[config.mk]
export PLATFORM = sky130hd
export DESIGN_NAME = gmii_rx_framer
export DESIGN_NICKNAME = d
export VERILOG_FILES = /design/src/rtl/gmii_rx_framer.sv
export SDC_FILE = /design/constraint.sdc
export NUM_CORES = 1
export LEC_CHECK = 0
export CORE_MARGIN = 4
export CORE_UTILIZATION = 26
export DETAILED_ROUTE_END_ITERATION = 8
export HOLD_SLACK_MARGIN = 0.12
export SLEW_MARGIN = 40
export SYNTH_ARGS = -nofsm -noshare
export SYNTH_HDL_FRONTEND = slang
export SYNTH_SLANG_ARGS = --single-unit
[constraint.sdc]
create_clock -name sys_clk -period 3.3 [get_ports sys_clk]
set_input_delay 0.66 -clock sys_clk [delete_from_list [all_inputs] [get_ports sys_clk]]
set_output_delay 0.66 -clock sys_clk [all_outputs]
set_load 0.05 [all_outputs]
[src/rtl/gmii_rx_framer.sv]
// GMII receive framer: strips preamble/SFD, prepends a 64-bit timestamp and packs bytes into
// 18-bit Phy FIFO words, then posts one length/status word. Define RX_CRC_CHECK_EN to add FCS checking.
module gmii_rx_framer #(
    parameter logic [10:0] MAX_FRAME  = 11'd1518,
    parameter int          DROP_CNT_W = 16
) (
    input  logic                  sys_clk,
    input  logic                  sys_rst_n,
    input  logic                  gmii_rx_dv,
    input  logic                  gmii_rx_er,
    input  logic [7:0]            gmii_rxd,
    output logic [17:0]           phy_din,
    output logic                  phy_wr_en,
    input  logic                  phy_afull,
    output logic [17:0]           len_din,
    output logic                  len_wr_en,
    input  logic                  len_full,
    output logic [DROP_CNT_W-1:0] drop_cnt
);

    localparam logic [2:0] S_IDLE  = 3'd0;
    localparam logic [2:0] S_PRE   = 3'd1;
    localparam logic [2:0] S_HDR   = 3'd2;
    localparam logic [2:0] S_DATA  = 3'd3;
    localparam logic [2:0] S_FLUSH = 3'd4;
    localparam logic [2:0] S_LEN   = 3'd5;
    localparam logic [2:0] S_TRUNC = 3'd6;
    localparam logic [2:0] S_DROP  = 3'd7;

    logic [2:0]            state_q, state_d;
    logic                  arm_q, arm_d;
    logic [63:0]           gcnt_q, gcnt_d;
    logic [63:0]           ts_q, ts_d;
    logic [1:0]            hdr_idx_q, hdr_idx_d;
    logic [10:0]           byte_cnt_q, byte_cnt_d;
    logic [7:0]            hi_byte_q, hi_byte_d;
    logic                  have_hi_q, have_hi_d;
    logic                  eof_q, eof_d;
    logic                  err_q, err_d;
    logic                  trunc_q, trunc_d;
    logic [DROP_CNT_W-1:0] drop_cnt_q, drop_cnt_d;
    logic [17:0]           phy_din_q, phy_din_d;
    logic                  phy_wr_en_q, phy_wr_en_d;
    logic [17:0]           len_din_q, len_din_d;
    logic                  len_wr_en_q, len_wr_en_d;
    logic [15:0]           q_mem_q [3];
    logic [15:0]           q_mem_d [3];
    logic [15:0]           q_shift [3];
    logic [1:0]            q_cnt_q, q_cnt_d;
    logic [1:0]            q_after;

    logic                  take;
    logic                  eof_now;
    logic                  trunc_now;
    logic                  push;
    logic [15:0]           push_word;
    logic                  pop;
    logic                  final_w;
    logic [15:0]           ts_word;
    logic                  crc_bad;

    genvar gi;

    always_comb begin
        ts_word = ts_q[63:48];
        case (hdr_idx_q)
            2'd0:    ts_word = ts_q[63:48];
            2'd1:    ts_word = ts_q[47:32];
            2'd2:    ts_word = ts_q[31:16];
            default: ts_word = ts_q[15:0];
        endcase
    end

    always_comb begin
        state_d     = state_q;
        arm_d       = arm_q | ~gmii_rx_dv;
        gcnt_d      = gcnt_q + 64'd1;
        ts_d        = ts_q;
        hdr_idx_d   = hdr_idx_q;
        byte_cnt_d  = byte_cnt_q;
        hi_byte_d   = hi_byte_q;
        have_hi_d   = have_hi_q;
        eof_d       = eof_q;
        err_d       = err_q;
        trunc_d     = trunc_q;
        drop_cnt_d  = drop_cnt_q;
        phy_din_d   = phy_din_q;
        phy_wr_en_d = 1'b0;
        len_din_d   = len_din_q;
        len_wr_en_d = 1'b0;
        take        = 1'b0;
        eof_now     = 1'b0;
        trunc_now   = 1'b0;
        push        = 1'b0;
        push_word   = 16'h0000;
        pop         = 1'b0;
        final_w     = 1'b0;

        case (state_q)
            S_IDLE: begin
                if (arm_q && gmii_rx_dv) state_d = S_PRE;
            end
            S_PRE: begin
                if (!gmii_rx_dv) begin
                    state_d = S_IDLE;
                end else if (gmii_rxd == 8'hD5) begin
                    if (phy_afull || len_full) begin
                        state_d = S_DROP;
                        if (drop_cnt_q != {DROP_CNT_W{1'b1}}) drop_cnt_d = drop_cnt_q + 1'b1;
                    end else begin
                        state_d    = S_HDR;
                        ts_d       = gcnt_q;
                        hdr_idx_d  = 2'd0;
                        byte_cnt_d = 11'd0;
                        have_hi_d  = 1'b0;
                        eof_d      = 1'b0;
                        err_d      = 1'b0;
                        trunc_d    = 1'b0;
                    end
                end else if (gmii_rxd != 8'h55) begin
                    // Mid-frame garbage: wait for rx_dv to drop before hunting again.
                    state_d = S_IDLE;
                    arm_d   = 1'b0;
                end
            end
            S_HDR: begin
                phy_wr_en_d = 1'b1;
                phy_din_d   = {2'b11, ts_word};
                hdr_idx_d   = hdr_idx_q + 2'd1;
                if (!eof_q) begin
                    if (gmii_rx_dv) take = 1'b1;
                    else            eof_now = 1'b1;
                end
                if (hdr_idx_q == 2'd3) begin
                    if ((eof_q || eof_now) && (q_cnt_q == 2'd0) && !have_hi_q) begin
                        phy_din_d[16] = 1'b0;
                        state_d       = S_LEN;
                    end else if (eof_q || eof_now) begin
                        state_d = S_FLUSH;
                    end else begin
                        state_d = S_DATA;
                    end
                end
            end
            S_DATA: begin
                if (!gmii_rx_dv) begin
                    eof_now = 1'b1;
                    state_d = S_FLUSH;
                end else if (phy_afull || (byte_cnt_q == MAX_FRAME)) begin
                    trunc_now = 1'b1;
                    trunc_d   = 1'b1;
                    err_d     = 1'b1;
                    state_d   = S_FLUSH;
                end else begin
                    take = 1'b1;
                end
            end
            S_FLUSH: begin
                if (q_cnt_q == 2'd0) state_d = S_LEN;
            end
            S_LEN: begin
                len_wr_en_d = 1'b1;
                len_din_d   = {1'b1, err_q, 5'b00000, byte_cnt_q + 11'd8};
                state_d     = trunc_q ? S_TRUNC : S_IDLE;
                arm_d       = ~gmii_rx_dv;
            end
            S_TRUNC, S_DROP: begin
                if (!gmii_rx_dv) state_d = S_IDLE;
            end
            default: state_d = S_IDLE;
        endcase

        if (take) begin
            byte_cnt_d = byte_cnt_q + 11'd1;
            if (gmii_rx_er) err_d = 1'b1;
            if (have_hi_q) begin
                push      = 1'b1;
                push_word = {hi_byte_q, gmii_rxd};
                have_hi_d = 1'b0;
            end else begin
                hi_byte_d = gmii_rxd;
                have_hi_d = 1'b1;
            end
        end

        if (eof_now || trunc_now) begin
            eof_d = 1'b1;
            if (have_hi_q) begin
                push      = 1'b1;
                push_word = {hi_byte_q, 8'h00};
                have_hi_d = 1'b0;
            end
        end
        if (eof_now && crc_bad) err_d = 1'b1;

        // The newest word is held back until EOF is known so it can carry the last tag.
        pop = ((state_q == S_DATA) || (state_q == S_FLUSH)) &&
              ((q_cnt_q >= 2'd2) || (eof_q && (q_cnt_q != 2'd0)));
        if (pop) begin
            final_w     = eof_q && (q_cnt_q == 2'd1) && !push;
            phy_wr_en_d = 1'b1;
            phy_din_d   = {1'b1, ~final_w, q_mem_q[0]};
            if (final_w) state_d = S_LEN;
        end
    end

    assign q_after = q_cnt_q - {1'b0, pop};
    assign q_cnt_d = q_after + {1'b0, push};

    generate
        for (gi = 0; gi < 3; gi++) begin : g_queue
            if (gi < 2) begin : g_shift
                assign q_shift[gi] = q_mem_q[gi+1];
            end else begin : g_last
                assign q_shift[gi] = q_mem_q[gi];
            end
            assign q_mem_d[gi] = (push && (q_after == 2'(gi))) ? push_word :
                                 (pop ? q_shift[gi] : q_mem_q[gi]);
        end
    endgenerate

`ifdef RX_CRC_CHECK_EN
    logic [31:0] crc_q, crc_d, crc_rev;

    function automatic logic [31:0] crc32_byte(input logic [31:0] c, input logic [7:0] b);
        logic [31:0] r;
        r = c ^ {24'h000000, b};
        for (int k = 0; k < 8; k++) r = r[0] ? ((r >> 1) ^ 32'hEDB88320) : (r >> 1);
        return r;
    endfunction

    always_comb begin
        crc_d = crc_q;
        if (state_q == S_PRE) crc_d = 32'hFFFF_FFFF;
        else if (take)        crc_d = crc32_byte(crc_q, gmii_rxd);
    end

    // The shift register runs LSB-first, so the residue is compared bit-reversed.
    generate
        for (gi = 0; gi < 32; gi++) begin : g_crc_rev
            assign crc_rev[gi] = crc_q[31-gi];
        end
    endgenerate
    assign crc_bad = (crc_rev != 32'hC704DD7B);

    always_ff @(posedge sys_clk or negedge sys_rst_n) begin
        if (!sys_rst_n) crc_q <= 32'hFFFF_FFFF;
        else            crc_q <= crc_d;
    end
`else
    assign crc_bad = 1'b0;
`endif

    always_ff @(posedge sys_clk or negedge sys_rst_n) begin
        if (!sys_rst_n) begin
            state_q     <= S_IDLE;
            arm_q       <= 1'b0;
            gcnt_q      <= 64'd0;
            ts_q        <= 64'd0;
            hdr_idx_q   <= 2'd0;
            byte_cnt_q  <= 11'd0;
            hi_byte_q   <= 8'h00;
            have_hi_q   <= 1'b0;
            eof_q       <= 1'b0;
            err_q       <= 1'b0;
            trunc_q     <= 1'b0;
            drop_cnt_q  <= '0;
            phy_din_q   <= 18'd0;
            phy_wr_en_q <= 1'b0;
            len_din_q   <= 18'd0;
            len_wr_en_q <= 1'b0;
            q_mem_q     <= '{default: '0};
            q_cnt_q     <= 2'd0;
        end else begin
            state_q     <= state_d;
            arm_q       <= arm_d;
            gcnt_q      <= gcnt_d;
            ts_q        <= ts_d;
            hdr_idx_q   <= hdr_idx_d;
            byte_cnt_q  <= byte_cnt_d;
            hi_byte_q   <= hi_byte_d;
            have_hi_q   <= have_hi_d;
            eof_q       <= eof_d;
            err_q       <= err_d;
            trunc_q     <= trunc_d;
            drop_cnt_q  <= drop_cnt_d;
            phy_din_q   <= phy_din_d;
            phy_wr_en_q <= phy_wr_en_d;
            len_din_q   <= len_din_d;
            len_wr_en_q <= len_wr_en_d;
            q_mem_q     <= q_mem_d;
            q_cnt_q     <= q_cnt_d;
        end
    end

    assert property (@(posedge sys_clk) disable iff (!sys_rst_n) !(push && !pop && (q_cnt_q == 2'd3)));

    assign phy_din   = phy_din_q;
    assign phy_wr_en = phy_wr_en_q;
    assign len_din   = len_din_q;
    assign len_wr_en = len_wr_en_q;
    assign drop_cnt  = drop_cnt_q;

endmodule
# --- After elaboration in Yosys (flattened, before gate mapping) ---
# Cells that the tools add are included.
op_classes:
  n_addsub: 7
  n_lt_le_gt_ge: 1
  n_eq_ne: 24
  n_mux: 85
  bitwise_logic: 5
  n_reduce_logical: 42
op_table:
  columns: ["operator", "count"]
  rows:
  - ["$mux W16", 8]
  - ["$add A64 B1 Y64 const B", 1]
  - ["$mux W11", 5]
  - ["$pmux W16 S3", 1]
  - ["$mux W3", 15]
  - ["$mux W1", 44]
  - ["$mux W18", 2]
  - ["$reduce_bool A2 Y1", 12]
  - ["$pmux W3 S7", 1]
  - ["$add A16 B1 Y16 const B", 1]
  - ["$ne A16 B16 Y1 const B", 1]
  - ["$reduce_and A4 Y1", 4]
  - ["$eq A3 B3 Y1 const B", 4]
  - ["$ne A2 B2 Y1 const B", 6]
  - ["$add A11 B1 Y11 const B", 1]
  - ["$add A11 B4 Y11 const B", 1]
  - ["$eq A11 B11 Y1 const B", 1]
  - ["$logic_and A1 B1 Y1", 10]
  - ["$pmux W1 S2", 5]
  - ["$eq A8 B8 Y1 const B", 1]
  - ["$ne A8 B7 Y1 const B", 1]
  - ["$eq A2 B1 Y1 const B", 3]
  - ["$eq A2 B2 Y1 const B", 3]
  - ["$eq A3 B2 Y1 const B", 2]
  - ["18 further kinds", 31]
totals:
  ff_bits: 256
  in_bits: 14
  out_inout_bits: 54
  elab_cells: 184

# --- Logic depth before layout (Yosys ltp) ---
# Gate-level depths: netlist (run 1).
depth:
  ltp_word: 12
  ltp_mapped: 13
  ltp_nobuf: 8

# --- Worst setup path after synthesis (run 1) ---
# OpenSTA, ideal clock, no wires.
synth_path:
  path_kind: "flip-flop to flip-flop"
  from: "register state_q[0]"
  to: "register q_mem_q[21] in the netlist's numbering"
  setup_time_ns: 0.137
  t_arrival_ns: 2.715
  t_required_ns: 3.163
  path_slack_ns: 0.448
  path_stages_with_launch: 14
  cell_sequence: "dfrtp_1 > buf_2 > or3b_1 > a21oi_2 > buf_2 > buf_2 > ha_1 > xor2_1 > inv_1 > and3_1 > clkbuf_1 > buf_2 > a211oi_1 > a21oi_1"
synth_between:
  elab_chain_cells: 7
synth_rtl:
  columns: ["item", "line", "rtl"]
  rows:
  - ["start: declaration", "30", "logic [2:0] state_q, state_d;"]
  - ["start signal: assignment", "275", "state_q <= state_d;"]
  - ["$eq A3 B2 Y1, or another cell as far along", "99, 197", null]
  - ["$logic_or A1 B1 Y1 or $pmux W1 S2 (tied branches)", "197, 99", null]
  - ["$logic_and A1 B1 Y1 or $mux W1 (tied branches)", "197, 173", null]
  - ["$sub A2 B1 Y2 or $mux W1 (tied branches)", "207, 188", null]
  - ["$eq A2 B1 Y1 or $mux W1 (tied branches)", "217, 186", null]
  - ["$logic_and A1 B1 Y1", "217", "assign q_mem_d[gi] = (push && (q_after == 2'(gi))) ? push_word :"]
  - ["$mux W16 or $reduce_bool A2 Y1 (tied branches)", null, null]
  - ["end signal: assignment", "291", "q_mem_q <= q_mem_d;"]
  - ["end: declaration", "46", "logic [15:0] q_mem_q [3];"]
# Several ways; a longest one is shown, not always the timed one.
# A chain may end at the register's enable or synchronous reset.

# --- Final worst setup path (run 1) ---
layout_path:
  from: "register state_q[2]"
  to: "register q_mem_q[23] in the netlist's numbering"
# Same word-level chain as after synthesis.

==> impl_metrics.env, run 1 <==
export IMPL_worst_path_maximum_fanout=32
export IMPL_worst_hold_slack_ns=0.4686
export IMPL_grt_antenna_before_repair=0
export IMPL_max_cap_viol_count=0
export IMPL_netlist_top_cell_by_area="sky130_fd_sc_hd__dfrtp_1"
export IMPL_async_reset_ff_share_pct=100.0
export IMPL_initial_core_util_pct=26.29
export IMPL_irDropWorstVdd_uv=469.0
export IMPL_fp_dieH_um=219.2
export IMPL_synthesis_instances=1027
export IMPL_clock_tree_buffer_depth=3
export IMPL_portion_of_the_post_synthesis_area_used_by_sequential_elements_pct=55.21
export IMPL_first_global_vias=7815
export IMPL_yosys_area_share_xor_xnor_pct=6.190
export IMPL_synth_area_per_cell_um2=11.30
export IMPL_max_stage_delay_ns=0.59
export IMPL_multiInputGateArea_um2=4913
export IMPL_drt_iter0_markers=564
export IMPL_drt_vias_per_instance=4.706
export IMPL_cellLeakagePower_nw=6.131
export IMPL_tritoncts="built"
export IMPL_hold_path_class="register to register"
export IMPL_cts_setup_buffers=0
export IMPL_fillers=4523
export IMPL_ys_seq_elements=256
export IMPL_mux_contribution_to_synthesized_area_pct=10.21
export IMPL_timing_hold_violations_final=0
export IMPL_place_gp_congestion=0.8074
export IMPL_regToRegEndpoint="q_mem_q[23]"
export IMPL_io_pin_count=68
export IMPL_worstSkewPairLatency_ns=0.53
export IMPL_grt_overflow=0
export IMPL_post_synth_num_cell_types=61
export IMPL_final_seq_area_um2=6406
export IMPL_report_power_total_mw=9.743
export IMPL_setup_violations_final=0
export IMPL_route_antenna_remaining_nets=0
export IMPL_area_delta_synth_final_pct=20.10
export IMPL_grt_start_max_net_pins=74
export IMPL_mostFrequentLayoutCells="sky130_fd_sc_hd__dfrtp_1 (256), sky130_fd_sc_hd__nand2_1 (93), sky130_fd_sc_hd__mux2_2 (86), sky130_fd_sc_hd__nor2_1 (61), sky130_fd_sc_hd__clkdlybuf4s50_1 (61)"
export IMPL_synthAdderAreaFrac_pct=1.294
export IMPL_worst_r2r_cell_count=8
export IMPL_first_pass_grt_wire_length_um=44130
export IMPL_num_antenna_cells=0
export IMPL_reg2reg_slack_ns=0.59
export IMPL_cts_sink_count=256
export IMPL_dr_total_vias=8005
export IMPL_placed_cells=1648
export IMPL_final_layout_size_suffix_gt1_share_pct=15.69
export IMPL_final_setup_skew_ns=0.01133
export IMPL_crit_type="register to register"
export IMPL_power_density_nw_per_um2=699.2
export IMPL_route_detailed_drc=0
export IMPL_worst_setup_path_startpoint="state_q[2]"
export IMPL_die_width_um=219.2
export IMPL_worst_path_max_delay_cell="sky130_fd_sc_hd__dfrtp_1"
export IMPL_depth_of_the_cts_h_tree=1
export IMPL_detailedRoute_firstPassIterationCount=5
export IMPL_synth_edf_count=0
export IMPL_synth_top_flop_cell="sky130_fd_sc_hd__dfrtp_1"
export IMPL_final_net_count=1114
export IMPL_worstSetupEndpoint="q_mem_q[23]"
export IMPL_hpwlAfterDp_um=18590
export IMPL_layout_cell_area_non_filler_um2=13930
export IMPL_netlist_area_um2=11600
export IMPL_grt_util_all_layers_pct=11.21
export IMPL_worstSetupStartpointType="register"
export IMPL_fin_cells=1701
export IMPL_wl_um=27150
export IMPL_coreArea_um2=44120
export IMPL_timing_worst_slew_pin_value_ns=0.7746
export IMPL_numCtsBuffers=29
export IMPL_final_clock_period_utilization_by_the_worst_path_pct=82.05
export IMPL_port_buffers=62
export IMPL_root_buffer="sky130_fd_sc_hd__clkbuf_16"
export IMPL_max_clock_freq_mhz=369.3
export IMPL_slew_headroom_pct=48.36
export IMPL_slew_viol_final=0
export IMPL_arrival_time_reported_for_the_critical_path_endpoint_ns=3.09
export IMPL_layout_commonest_cell="sky130_fd_sc_hd__dfrtp_1"
export IMPL_fp_row_count=77
export IMPL_placed_area_um2=12940
export IMPL_die_footprint_um2=48070
export IMPL_synth_simple_gate_area_share_pct=14.61
export IMPL_status="completed"
export IMPL_worst_r2r_startpoint="state_q[2]"
export IMPL_synth_top_family_by_area="simple AND/OR/NAND/NOR gates"
export IMPL_worst_setup_path_end_kind="register"
export IMPL_final_period_minus_worst_setup_slack_ns=2.708
export IMPL_synth_compound_gate_area_share_pct=9.641
export IMPL_synth_warning_count=0
export IMPL_netlist_area_leader_share_pct=55.21
export IMPL_cts_clk_slew_worst_paths_ns=0.06
export IMPL_timing_setup_tns_ns=0
export IMPL_wl_per_cell_um=15.96
export IMPL_netlist_top_cells_area="sky130_fd_sc_hd__dfrtp_1 (55%), sky130_fd_sc_hd__mux2_2 (8.3%), sky130_fd_sc_hd__xnor2_1 (4.2%)"
export IMPL_timing_critical_path_required_ns=3.68
export IMPL_timing_critical_path_cells="or3b_1 > a21oi_4 > ha_1 > xor2_1 > inv_1 > and3_2 > a211oi_1 > a21oi_1"
export IMPL_rsz0062_at_grt="no"
[cell usage after synthesis, types with 17 or more instances]
master	n
sky130_fd_sc_hd__clkbuf_1	27
sky130_fd_sc_hd__dfrtp_1	256
sky130_fd_sc_hd__xnor2_1	56
sky130_fd_sc_hd__xor2_1	26
sky130_fd_sc_hd__o21ai_0	53
sky130_fd_sc_hd__and3_1	18
sky130_fd_sc_hd__nor2_1	61
sky130_fd_sc_hd__nand2_1	93
sky130_fd_sc_hd__nand3_1	46
sky130_fd_sc_hd__buf_2	17
sky130_fd_sc_hd__a21oi_1	46
sky130_fd_sc_hd__nand4_1	27
sky130_fd_sc_hd__mux2_2	86
[repair_timing]
item / in CTS / in global routing
hold buffers: 1 / 0
hold endpoints to repair: 30 / 0
gates resized for setup: 0 / 0
[layer usage]
| metal | global-route usage (%) | vias up | wire (um) |
|---|---|---|---|
| met5 | 0 | - | 0 |
| met4 | 2.254 | 0 | 474 |
| met3 | 1.745 | 32 | 905 |
| met2 | 17.97 | 105 | 12630 |
| met1 | 16.14 | 4068 | 13140 |
| li1 | - | 3800 | - |
[kinds of logic after synthesis]
family                     after synthesis
and+or+nand+nor                        323
other                                    1
xor gates and xnor gates                82
muxes                                  107
buffers and inverters                   72
AOI/OAI and AO/OA                      174
DFF                                    256
adders and majority gates               12
[registers in the layout, indices dropped and copies added (netlist names), 3 cells and up]
signal      count
drop_cnt       16
q_mem_q        48
state_q         3
byte_cnt_q     11
ts_q           64
phy_din        18
gcnt_q         64
len_din        13
hi_byte_q       8
[stage by stage]
stage / util (%) / setup WS, ns
after global routing: 31.58 / 0.3578
after CTS: 31.57 / 0.6216
final: 31.58 / 0.5922
after global placement: 29.26 / 0.3164
after floorplan: - / 0.4476
after detailed placement: 29.33 / 0.2980
[critical path: cells and delay by family (launching register included)]
family          cells  cell delay [ns]
flops               1             0.59
fa+ha+maj           1             0.17
compound gates      3             0.54
buf+inv             1             0.09
xor+xnor            1             0.26
simple gates        2             0.90
[how the worst min path moves through the flow]
stage	start	endpoint	slack (ns)	cells past startpoint
after floorplan	sys_rst_n	arm_q	0.36	0
after global placement	len_din[17]	len_din[17]	0.46	1
after detailed placement	len_din[17]	len_din[17]	0.46	1
after CTS	len_din[17]	len_din[17]	0.48	1
after global routing	len_din[17]	len_din[17]	0.50	1
final	len_din[17]	len_din[17]	0.47	1
[final cells by class]
type | count | area share (%)
sequential | 256 | 45.97
multi-input combinational | 703 | 35.26
timing repair buffer | 82 | 5.998
clock buffer | 41 | 5.890
tap | 592 | 5.316
clock inverter | 11 | 1.131
inverter | 16 | 0.4310
[where the power goes]
group | internal (mW) | switching, mW
logic | 0.908 | 1.46
clock network | 2.03 | 1.23
registers | 3.65 | 0.461
total | 6.59 | 3.15
(Power assumes the default switching activity.)
==> run 2, diff against run 1 <==
==> constraint.sdc (replaced) <==
create_clock -name sys_clk -period 2.4 [get_ports sys_clk]
set_input_delay 0.48 -clock sys_clk [delete_from_list [all_inputs] [get_ports sys_clk]]
set_output_delay 0.48 -clock sys_clk [all_outputs]
set_load 0.05 [all_outputs]
==> run 2 against run 1 <==
  * Routed wire length is 0.59% lower
  * Clock power is 18% higher
  * Core utilization rose by 0.64 points
  * Largest power group unchanged
  * First-iteration DRC count shrank 4.3%
  * Clock skew increased by 0.0046 ns
  * Highest routed layer unchanged
  * Cell count up 2.1%
  * Register-to-register slack lost 0.42 ns
  * Global-route usage about the same
  * Setup slack worse by 0.49 ns
==> impl_metrics.env, run 2 (synthesis results as in run 1) <==
export IMPL_area_delta_synth_final_pct=22.55
export IMPL_route_antenna_remaining_nets=0
export IMPL_status="completed"
export IMPL_drt_iter0_markers=540
export IMPL_largestRegisters="gcnt_q (64), ts_q (64), q_mem_q (48)"
export IMPL_worst_path_max_delay_cell="sky130_fd_sc_hd__clkdlybuf4s50_1"
export IMPL_place_gp_congestion=0.8120
export IMPL_depth_of_the_cts_h_tree=1
export IMPL_drt_vias_per_instance=4.625
export IMPL_final_layout_size_suffix_gt1_share_pct=18.71
export IMPL_arrival_time_reported_for_the_critical_path_endpoint_ns=1.82
export IMPL_irDropWorstVdd_uv=595.2
export IMPL_fp_dieH_um=219.2
export IMPL_first_global_vias=8153
export IMPL_dr_total_vias=8029
export IMPL_first_pass_grt_wire_length_um=44440
export IMPL_final_setup_skew_ns=0.01594
export IMPL_mostFrequentLayoutCells="sky130_fd_sc_hd__dfrtp_1 (256), sky130_fd_sc_hd__nand2_1 (93), sky130_fd_sc_hd__mux2_2 (86), sky130_fd_sc_hd__nor2_1 (61), sky130_fd_sc_hd__clkdlybuf4s50_1 (61)"
export IMPL_route_detailed_drc=0
export IMPL_io_pin_count=68
export IMPL_slew_headroom_pct=46.80
export IMPL_worst_hold_slack_ns=0.4480
export IMPL_coreArea_um2=44120
export IMPL_max_clock_freq_mhz=434.6
export IMPL_max_stage_delay_ns=0.84
export IMPL_initial_core_util_pct=26.29
export IMPL_power_density_nw_per_um2=916.5
export IMPL_wl_um=26990
export IMPL_hold_path_class="primary input to async pin"
export IMPL_grt_overflow=0
export IMPL_timing_setup_tns_ns=0
export IMPL_crit_type="register to output pin"
export IMPL_root_buffer="sky130_fd_sc_hd__clkbuf_16"
export IMPL_worstSetupStartpointType="register"
export IMPL_final_net_count=1156
export IMPL_setup_violations_final=0
export IMPL_count_of_buffer_and_inverter_cells_on_the_critical_path=1
export IMPL_layout_commonest_cell="sky130_fd_sc_hd__dfrtp_1"
export IMPL_die_footprint_um2=48070
export IMPL_timing_worst_slew_pin_value_ns=0.7960
export IMPL_cpLargestDelayFamily="buffers and inverters"
export IMPL_tritoncts="built"
export IMPL_clock_tree_buffer_depth=3
export IMPL_die_width_um=219.2
export IMPL_timing_hold_violations_final=0
export IMPL_max_cap_viol_count=0
export IMPL_cts_setup_buffers=0
export IMPL_rsz0062_at_grt="no"
export IMPL_cellLeakagePower_nw=6.280
export IMPL_cts_sink_count=256
export IMPL_worst_setup_path_end_kind="output pin"
export IMPL_hpwlAfterDp_um=19340
export IMPL_timing_critical_path_cells="clkdlybuf4s50_1"
export IMPL_port_buffers=62
export IMPL_detailedRoute_firstPassIterationCount=7
export IMPL_num_antenna_cells=0
export IMPL_timing_critical_path_required_ns=1.92
export IMPL_wl_per_cell_um=15.55
export IMPL_worst_path_stages=1
export IMPL_worstSkewPairLatency_ns=0.54
export IMPL_fp_row_count=77
export IMPL_numCtsBuffers=27
export IMPL_grt_antenna_before_repair=0
export IMPL_worst_r2r_cell_count=10
export IMPL_final_period_minus_worst_setup_slack_ns=2.301
export IMPL_final_clock_period_utilization_by_the_worst_path_pct=95.87
export IMPL_grt_start_max_net_pins=60
export IMPL_cts_clk_slew_worst_paths_ns=0.06
export IMPL_grt_util_all_layers_pct=11.20
export IMPL_worst_path_maximum_fanout=6
export IMPL_slew_viol_final=0
run 2: cell types whose count changed in the layout (fill, tap and decap cells not counted), moves of 2 or more:
cell                        previous run  this run
sky130_fd_sc_hd__buf_4                15        53
sky130_fd_sc_hd__buf_12                3        10
sky130_fd_sc_hd__a211oi_1              8         2
sky130_fd_sc_hd__a211oi_2              0         6
sky130_fd_sc_hd__clkinv_2              6         1
sky130_fd_sc_hd__clkbuf_1              7        11
sky130_fd_sc_hd__bufinv_16             4         1
sky130_fd_sc_hd__clkbuf_8              5         2
sky130_fd_sc_hd__clkbuf_16            29        27
sky130_fd_sc_hd__ha_1                 12        10
run 2: stage by stage:
| stage | utilization, % | total power [mW] | worst slack (ns) | cells | instance area, um^2 |
|---|---|---|---|---|---|
| 4_1_cts | 32.22 | 13.22 | 0.05850 | 1736 | 14220 |
| 3_5_place_dp | 30.38 | 9.266 | -0.3126 | 1692 | 13410 |
| 2_1_floorplan | - | 7.994 | -0.08406 | 1031 | 11740 |
| 3_3_place_gp | 30.38 | 9.167 | -0.2497 | 1692 | 13410 |
| 5_1_grt | 32.22 | 13.74 | 0.005667 | 1736 | 14220 |
| 6_report | 32.22 | 13.03 | 0.09912 | 1736 | 14220 |
run 2: repair_timing:
action,4_1_cts,5_1_grt
hold buffers,1,0
endpoints found under the setup margin,0,1
endpoints found under the hold margin,50,0
gates resized for setup,0,1
run 2: cell type report:
class | count | area, um^2
Tap cell | 592 | 740.7
Clock buffer | 40 | 744.5
Clock inverter | 3 | 55.05
Sequential cell | 256 | 6406
Inverter | 16 | 60.06
Fill cell | 4506 | 29910
Multi-Input combinational cell | 703 | 4979
Timing Repair Buffer | 126 | 1234
run 2: power breakdown:
part | switching, mW | internal [mW]
combinational | 2.15 | 1.47
sequential | 0.530 | 5.02
clock | 1.63 | 2.24
run 2: metal layers:
metal	global-route usage (%)	part of all wire [%]	vias up	routed length, um
li1	-	-	3875	-
met4	2.275	1.2	0	333
met5	0	0	-	0
met3	1.869	4.1	23	1120
met1	15.51	47	4006	12640
met2	18.58	48	125	12900
run 2: worst paths after layout:
check	slack (ns)	endpoint	startpoint
worst max-delay path	0.1	drop_cnt[2]	drop_cnt[2]
worst min-delay path	0.45	ts_q[49]	sys_rst_n
worst max register to register	0.17	q_mem_q[17]	state_q[1]
worst min register to register	0.46	len_din[17]	len_din[17]
max in group asynchronous	1.18	phy_wr_en	sys_rst_n
min in group sys_clk	0.46	len_din[17]	len_din[17]
==> RTL change 1: new RTL, config.mk and constraints of run 1 <==
Add a define of `RX_CRC_CHECK_EN`.
--- a/src/rtl/gmii_rx_framer.sv
+++ b/src/rtl/gmii_rx_framer.sv
@@ -2,2 +2,4 @@
 // 18-bit Phy FIFO words, then posts one length/status word. Define RX_CRC_CHECK_EN to add FCS checking.
+`define RX_CRC_CHECK_EN
+
 module gmii_rx_framer #(
Formal check against the unedited RTL: not equivalent (a bounded check fails within 10 cycles, from zero or initial values and one cycle with sys_rst_n low).
==> RTL change 1 against run 1 <==
- wire length increased by 26%
- count of clock-buffer cells in the layout is 10 higher
- highest routed layer unchanged
- cell area grew 17%
- sequential cell count rose by 32
- via count rose by 25%
- maximum frequency grew 5.5%
- synthesized area grew 17%
- setup slack better by 0.14 ns
- synthesized cell count up 30%
Power is not compared: it rests on default switching activity, and its combinational part moved more than twofold at a synthesized area within 25%.
==> RTL change 1: results (changes against run 1) <==
| Result | Value | Unit | Change |
| --- | --- | --- | --- |
| Total routing usage reported by global routing | 0.119 | - | was 0.112 |
| Placed Area | 15200 | µm² | was 12900 µm² |
| Routed via count | 9986 | - | was 8005 |
| Cell types occupying the most area after synthesis | sky130_fd_sc_hd__dfrtp_1 (47%), sky130_fd_sc_hd__nand2_1 (6.8%), sky130_fd_sc_hd__dfstp_2 (6.2%), sky130_fd_sc_hd__xnor2_1 (5.7%), sky130_fd_sc_hd__xor2_1 (3.7%) | - | was sky130_fd_sc_hd__dfrtp_1 (55%), sky130_fd_sc_hd__mux2_2 (8.3%), sky130_fd_sc_hd__xnor2_1 (4.2%), sky130_fd_sc_hd__nand2_1 (3.0%), sky130_fd_sc_hd__o21ai_0 (2.3%) |
| Cell type group with the largest total delay on the critical path | XOR/XNOR gates | - | was simple AND/OR/NAND/NOR gates |
| Inserted Clock Buffers | 34 | - | was 29 |
| Avg Synthesized Cell Area | 10.2 | µm² | was 11.3 µm² |
| Sequential area share after synthesis | 0.534 | - | was 0.552 |
| Number of detailed-route iterations in the first pass | 6 | - | was 5 |
| Global-route wire length before repair | 55500 | µm | was 44100 µm |
| Run status | completed | - | unchanged |
| Number of distinct standard cells referenced by the synthesized netlist | 64 | - | was 61 |
| CP max-delay cell | sky130_fd_sc_hd__xnor2_1 | - | was sky130_fd_sc_hd__dfrtp_1 |
| Total routed wirelength | 34200 | µm | was 27200 µm |
| Total half-perimeter wirelength after legalization and detailed placement | 23700 | µm | was 18600 µm |
| Number of levels the H-tree was split into | 2 | - | was 1 |
| Most used standard cells in the synthesized netlist | sky130_fd_sc_hd__dfrtp_1 (256), sky130_fd_sc_hd__nand2_1 (244), sky130_fd_sc_hd__xnor2_1 (88), sky130_fd_sc_hd__o21ai_0 (81) | - | was sky130_fd_sc_hd__dfrtp_1 (256), sky130_fd_sc_hd__nand2_1 (93), sky130_fd_sc_hd__mux2_2 (86), sky130_fd_sc_hd__nor2_1 (61), sky130_fd_sc_hd__xnor2_1 (56) |
| WL per Instance | 16.2 | µm | was 16.0 µm |
| Final weighted congestion in routability-driven placement | 0.864 | - | was 0.807 |
| Worst-margin pin slew | 0.821 | ns | was 0.775 ns |
| Via count of the first global-routing pass | 10071 | - | was 7815 |
| Total placed cells including tap cells | 2053 | - | was 1648 |
| CP arrival | 3.00 | ns | was 3.09 ns |
| Worst stage delay on the critical path | 0.65 | ns | was 0.59 ns |
| Number of design-rule violations left by the first detailed-router iteration | 700 | - | was 564 |
| Share of layout cells above drive strength 1 | 0.118 | - | was 0.157 |
| Worst-path maximum fanout | 6 | - | was 32 |
| Setup skew after layout | 0.0139 | ns | was 0.0113 ns |
| Final nets | 1437 | - | was 1114 |
## RTL change 1: logic make-up after synthesis
family                     Yosys count  synth area share
and+or+nand+nor                    522             0.183
buffers and inverters              100            0.0296
AOI/OAI and AO/OA                  203            0.0927
DFF                                288             0.534
xor gates and xnor gates           153             0.105
muxes                               57            0.0441
adders and majority gates           12            0.0111
other                                1          0.000277
## RTL change 1: per-stage QoR
| stage | setup WS [ns] | utilization |
|---|---|---|
| 6_report | 0.733 | 0.317 |
| 3_3_place_gp | 0.282 | 0.295 |
| 4_1_cts | 0.772 | 0.317 |
| 3_5_place_dp | 0.260 | 0.295 |
| 2_1_floorplan | 0.349 | - |
| 5_1_grt | 0.574 | 0.317 |
## RTL change 1: final cells by class
| class | instances | area [µm²] |
|---|---|---|
| fill | 5317 | 35200 |
| sequential | 288 | 7250 |
| multi-input combinational | 952 | 5950 |
| timing repair buffer | 106 | 1050 |
| clock buffer | 51 | 996 |
| tap | 680 | 851 |
| clock inverter | 9 | 143 |
| inverter | 29 | 109 |
## RTL change 1: where the power goes
part | total, W | internal [W] | switching (W)
combinational | 0.000635 | 0.000222 | 0.000413
sequential | 0.00360 | 0.00357 | 0.0000346
clock | 0.00383 | 0.00233 | 0.00149
## RTL change 1: final timing paths
kind / startpoint / endpoint / slack [ns] / cells after the start
min in group asynchronous: sys_rst_n / byte_cnt_q[1] / 0.63 / 2
max: gmii_rxd[3] / crc_q[19] / 0.73 / 7
max in group asynchronous: sys_rst_n / gcnt_q[57] / 1.67 / 4
min: ts_q[4] / ts_q[4] / 0.47 / 2
max reg2reg: byte_cnt_q[0] / byte_cnt_q[2] / 0.78 / 8
min reg2reg: ts_q[4] / ts_q[4] / 0.47 / 2
## RTL change 1: what timing repair did
action / CTS / global route
endpoints found under the hold margin: 0 / 34
hold buffers: 0 / 1
setup endpoints to repair: 0 / 0
## RTL change 1: tightest hold or removal path, cell delays in order, from the launching register on
cell and delay (ns):
sky130_fd_sc_hd__dfrtp_1 0.34, sky130_fd_sc_hd__nand2_1 0.05, sky130_fd_sc_hd__nand2_1 0.05
## RTL change 1: metal layers
| layer | share of wire | GRT usage | vias to the layer above | wire, µm |
|---|---|---|---|---|
| met5 | 0 | 0 | - | 0 |
| met4 | 0.018 | 0.0290 | 0 | 621 |
| met3 | 0.038 | 0.0193 | 50 | 1290 |
| met2 | 0.47 | 0.197 | 173 | 16200 |
| met1 | 0.47 | 0.164 | 4986 | 16000 |
| li1 | - | - | 4777 | - |
==> RTL change 2: new RTL, flow settings as in run 1 <==
Made on the original files. `ts_q`, `hi_byte_q`, `phy_din_q` and `len_din_q` no longer have a reset.
--- a/src/rtl/gmii_rx_framer.sv
+++ b/src/rtl/gmii_rx_framer.sv
@@ -258,6 +258,4 @@
             gcnt_q      <= 64'd0;
-            ts_q        <= 64'd0;
             hdr_idx_q   <= 2'd0;
             byte_cnt_q  <= 11'd0;
-            hi_byte_q   <= 8'h00;
             have_hi_q   <= 1'b0;
@@ -267,5 +265,3 @@
             drop_cnt_q  <= '0;
-            phy_din_q   <= 18'd0;
             phy_wr_en_q <= 1'b0;
-            len_din_q   <= 18'd0;
             len_wr_en_q <= 1'b0;
@@ -277,6 +273,4 @@
             gcnt_q      <= gcnt_d;
-            ts_q        <= ts_d;
             hdr_idx_q   <= hdr_idx_d;
             byte_cnt_q  <= byte_cnt_d;
-            hi_byte_q   <= hi_byte_d;
             have_hi_q   <= have_hi_d;
@@ -286,5 +280,3 @@
             drop_cnt_q  <= drop_cnt_d;
-            phy_din_q   <= phy_din_d;
             phy_wr_en_q <= phy_wr_en_d;
-            len_din_q   <= len_din_d;
             len_wr_en_q <= len_wr_en_d;
@@ -293,2 +285,9 @@
         end
+    end
+
+    always_ff @(posedge sys_clk) begin
+        ts_q      <= ts_d;
+        hi_byte_q <= hi_byte_d;
+        phy_din_q <= phy_din_d;
+        len_din_q <= len_din_d;
     end
Behaviour: differs if sys_rst_n is asserted again (counterexample within 10 cycles, from zero or initial values and one cycle with sys_rst_n low); with sys_rst_n held inactive, the same outputs for 10 cycles.
==> RTL change 2 against run 1 <==
- sequential cell count fell by 2
- die area fell by 5.1%
- critical path depth rose by 1
- utilization rose by 0.082 points
- combinational power rose by 6%
- cell area fell by 4.9%
- global-route usage fell by 0.67 points
- hold slack got worse by 0.33 ns
- wire length fell by 9.0%
- setup slack got worse by 0.051 ns
- synthesized cell count fell by 10%
- synthesized area fell by 5.3%
- total power fell by 0.47%
- clock power fell by 5%
- critical path type is now input pin to flip-flop
- highest routed layer unchanged
==> RTL change 2: results (changes against run 1) <==
| Result | Value | Unit | Change |
| --- | --- | --- | --- |
| Share of layout cells above drive strength 1 | 0.0973 | - | was 0.157 |
| CP max-delay cell | sky130_fd_sc_hd__clkdlybuf4s50_1 | - | was sky130_fd_sc_hd__dfrtp_1 |
| Total routing usage reported by global routing | 0.105 | - | was 0.112 |
| Routed via count | 7188 | - | was 8005 |
| Via count of the first global-routing pass | 7057 | - | was 7815 |
| Worst-margin pin slew | 0.708 | ns | was 0.775 ns |
| Sequential area share after synthesis | 0.624 | - | was 0.552 |
| Count of fill cells added during filler insertion | 4169 | - | was 4523 |
| Number of distinct standard cells referenced by the synthesized netlist | 57 | - | was 61 |
| Type of the worst min-delay path | input pin to asynchronous set/reset pin | - | was flip-flop to flip-flop |
| Number of detailed-route iterations in the first pass | 8 | - | was 5 |
| Peak VDD IR | 0.497 | mV | was 0.469 mV |
| Cell types occupying the most area after synthesis | sky130_fd_sc_hd__dfrtp_1 (35%), sky130_fd_sc_hd__edfxtp_1 (28%), sky130_fd_sc_hd__xnor2_1 (3.8%), sky130_fd_sc_hd__nand2_1 (3.7%), sky130_fd_sc_hd__mux2i_1 (3.6%) | - | was sky130_fd_sc_hd__dfrtp_1 (55%), sky130_fd_sc_hd__mux2_2 (8.3%), sky130_fd_sc_hd__xnor2_1 (4.2%), sky130_fd_sc_hd__nand2_1 (3.0%), sky130_fd_sc_hd__o21ai_0 (2.3%) |
| Number of enable flip-flop cells after synthesis | 101 | - | was 0 |
| CP arrival | 3.21 | ns | was 3.09 ns |
| Inserted Clock Buffers | 27 | - | was 29 |
| Async S/R FF share, synth | 0.602 | - | was 1.00 |
| Number of design-rule violations left by the first detailed-router iteration | 593 | - | was 564 |
| Total half-perimeter wirelength after legalization and detailed placement | 17000 | µm | was 18600 µm |
| Total routed wirelength | 24700 | µm | was 27200 µm |
| Most used standard cells in the synthesized netlist | sky130_fd_sc_hd__dfrtp_1 (153), sky130_fd_sc_hd__nand2_1 (109), sky130_fd_sc_hd__edfxtp_1 (101), sky130_fd_sc_hd__o21ai_0 (64), sky130_fd_sc_hd__xnor2_1 (48) | - | was sky130_fd_sc_hd__dfrtp_1 (256), sky130_fd_sc_hd__nand2_1 (93), sky130_fd_sc_hd__mux2_2 (86), sky130_fd_sc_hd__nor2_1 (61), sky130_fd_sc_hd__xnor2_1 (56) |
| Worst stage delay on the critical path | 0.54 | ns | was 0.59 ns |
| Global-route wire length before repair | 39000 | µm | was 44100 µm |
| Run status | completed | - | unchanged |
| Cell type group with the largest total delay on the critical path | buffers and inverters | - | was simple AND/OR/NAND/NOR gates |
| Static leakage | 5.06 | nW | was 6.13 nW |
| Setup skew after layout | 0.00962 | ns | was 0.0113 ns |
| Largest net degree at the start of global routing | 69 | - | was 74 |
| Final weighted congestion in routability-driven placement | 0.831 | - | was 0.807 |
| Number of antenna violations at the first check in global routing | 0 | - | unchanged |
| Post-CTS Hold Fix Bufs | 0 | - | was 1 |
[RTL change 2: cells by family after synthesis]
group / share of synthesized area
and+or+nand+nor: 0.145
DFF: 0.624
AOI/OAI and AO/OA: 0.0744
xor gates and xnor gates: 0.0677
buffers and inverters: 0.0285
muxes: 0.0458
adders and majority gates: 0.0137
other: 0.000683
[RTL change 2: area by class of cell]
type,count,area share
inverters,23,0.00680
multi-input cells,603,0.291
clock buffers,34,0.0561
well taps,539,0.0509
repair buffers,87,0.0638
flip-flops and latches,254,0.518
clock inverters,16,0.0137
[RTL change 2: per-stage QoR]
step           setup slack, ns  cell area (µm²)   util  std cells
3_3_place_gp         -0.000125            12300  0.294       1506
4_1_cts                  0.569            13200  0.317       1556
3_5_place_dp           0.00671            12300  0.294       1506
5_1_grt                  0.430            13300  0.317       1556
6_report                 0.542            13300  0.317       1556
2_1_floorplan            0.306            11000      -        928
[RTL change 2: worst paths after layout]
kind	from	endpoint	slack [ns]	cells after the start
min reg2reg	err_q	len_din[16]	0.46	0
max	gmii_rxd[0]	drop_cnt[15]	0.54	9
max reg2reg	gcnt_q[1]	gcnt_q[60]	0.63	6
max in group asynchronous	sys_rst_n	gcnt_q[12]	2.38	2
min in group sys_clk	err_q	len_din[16]	0.46	0
min	sys_rst_n	len_wr_en	0.14	1
[RTL change 2: power breakdown]
group | internal, W | switching [W] | leakage, nW
Combinational | 0.000898 | 0.00162 | 1.83
Sequential | 0.00380 | 0.000266 | 2.77
Clock | 0.00190 | 0.00122 | 0.457
Total | 0.00660 | 0.00310 | 5.06
[RTL change 2: per-layer routing]
layer / vias up / routed length, µm / GRT usage
met4: 0 / 513 / 0.0269
met5: - / 0 / 0
met2: 161 / 11800 / 0.175
li1: 3453 / - / -
met1: 3537 / 11400 / 0.146
met3: 37 / 1000 / 0.0157
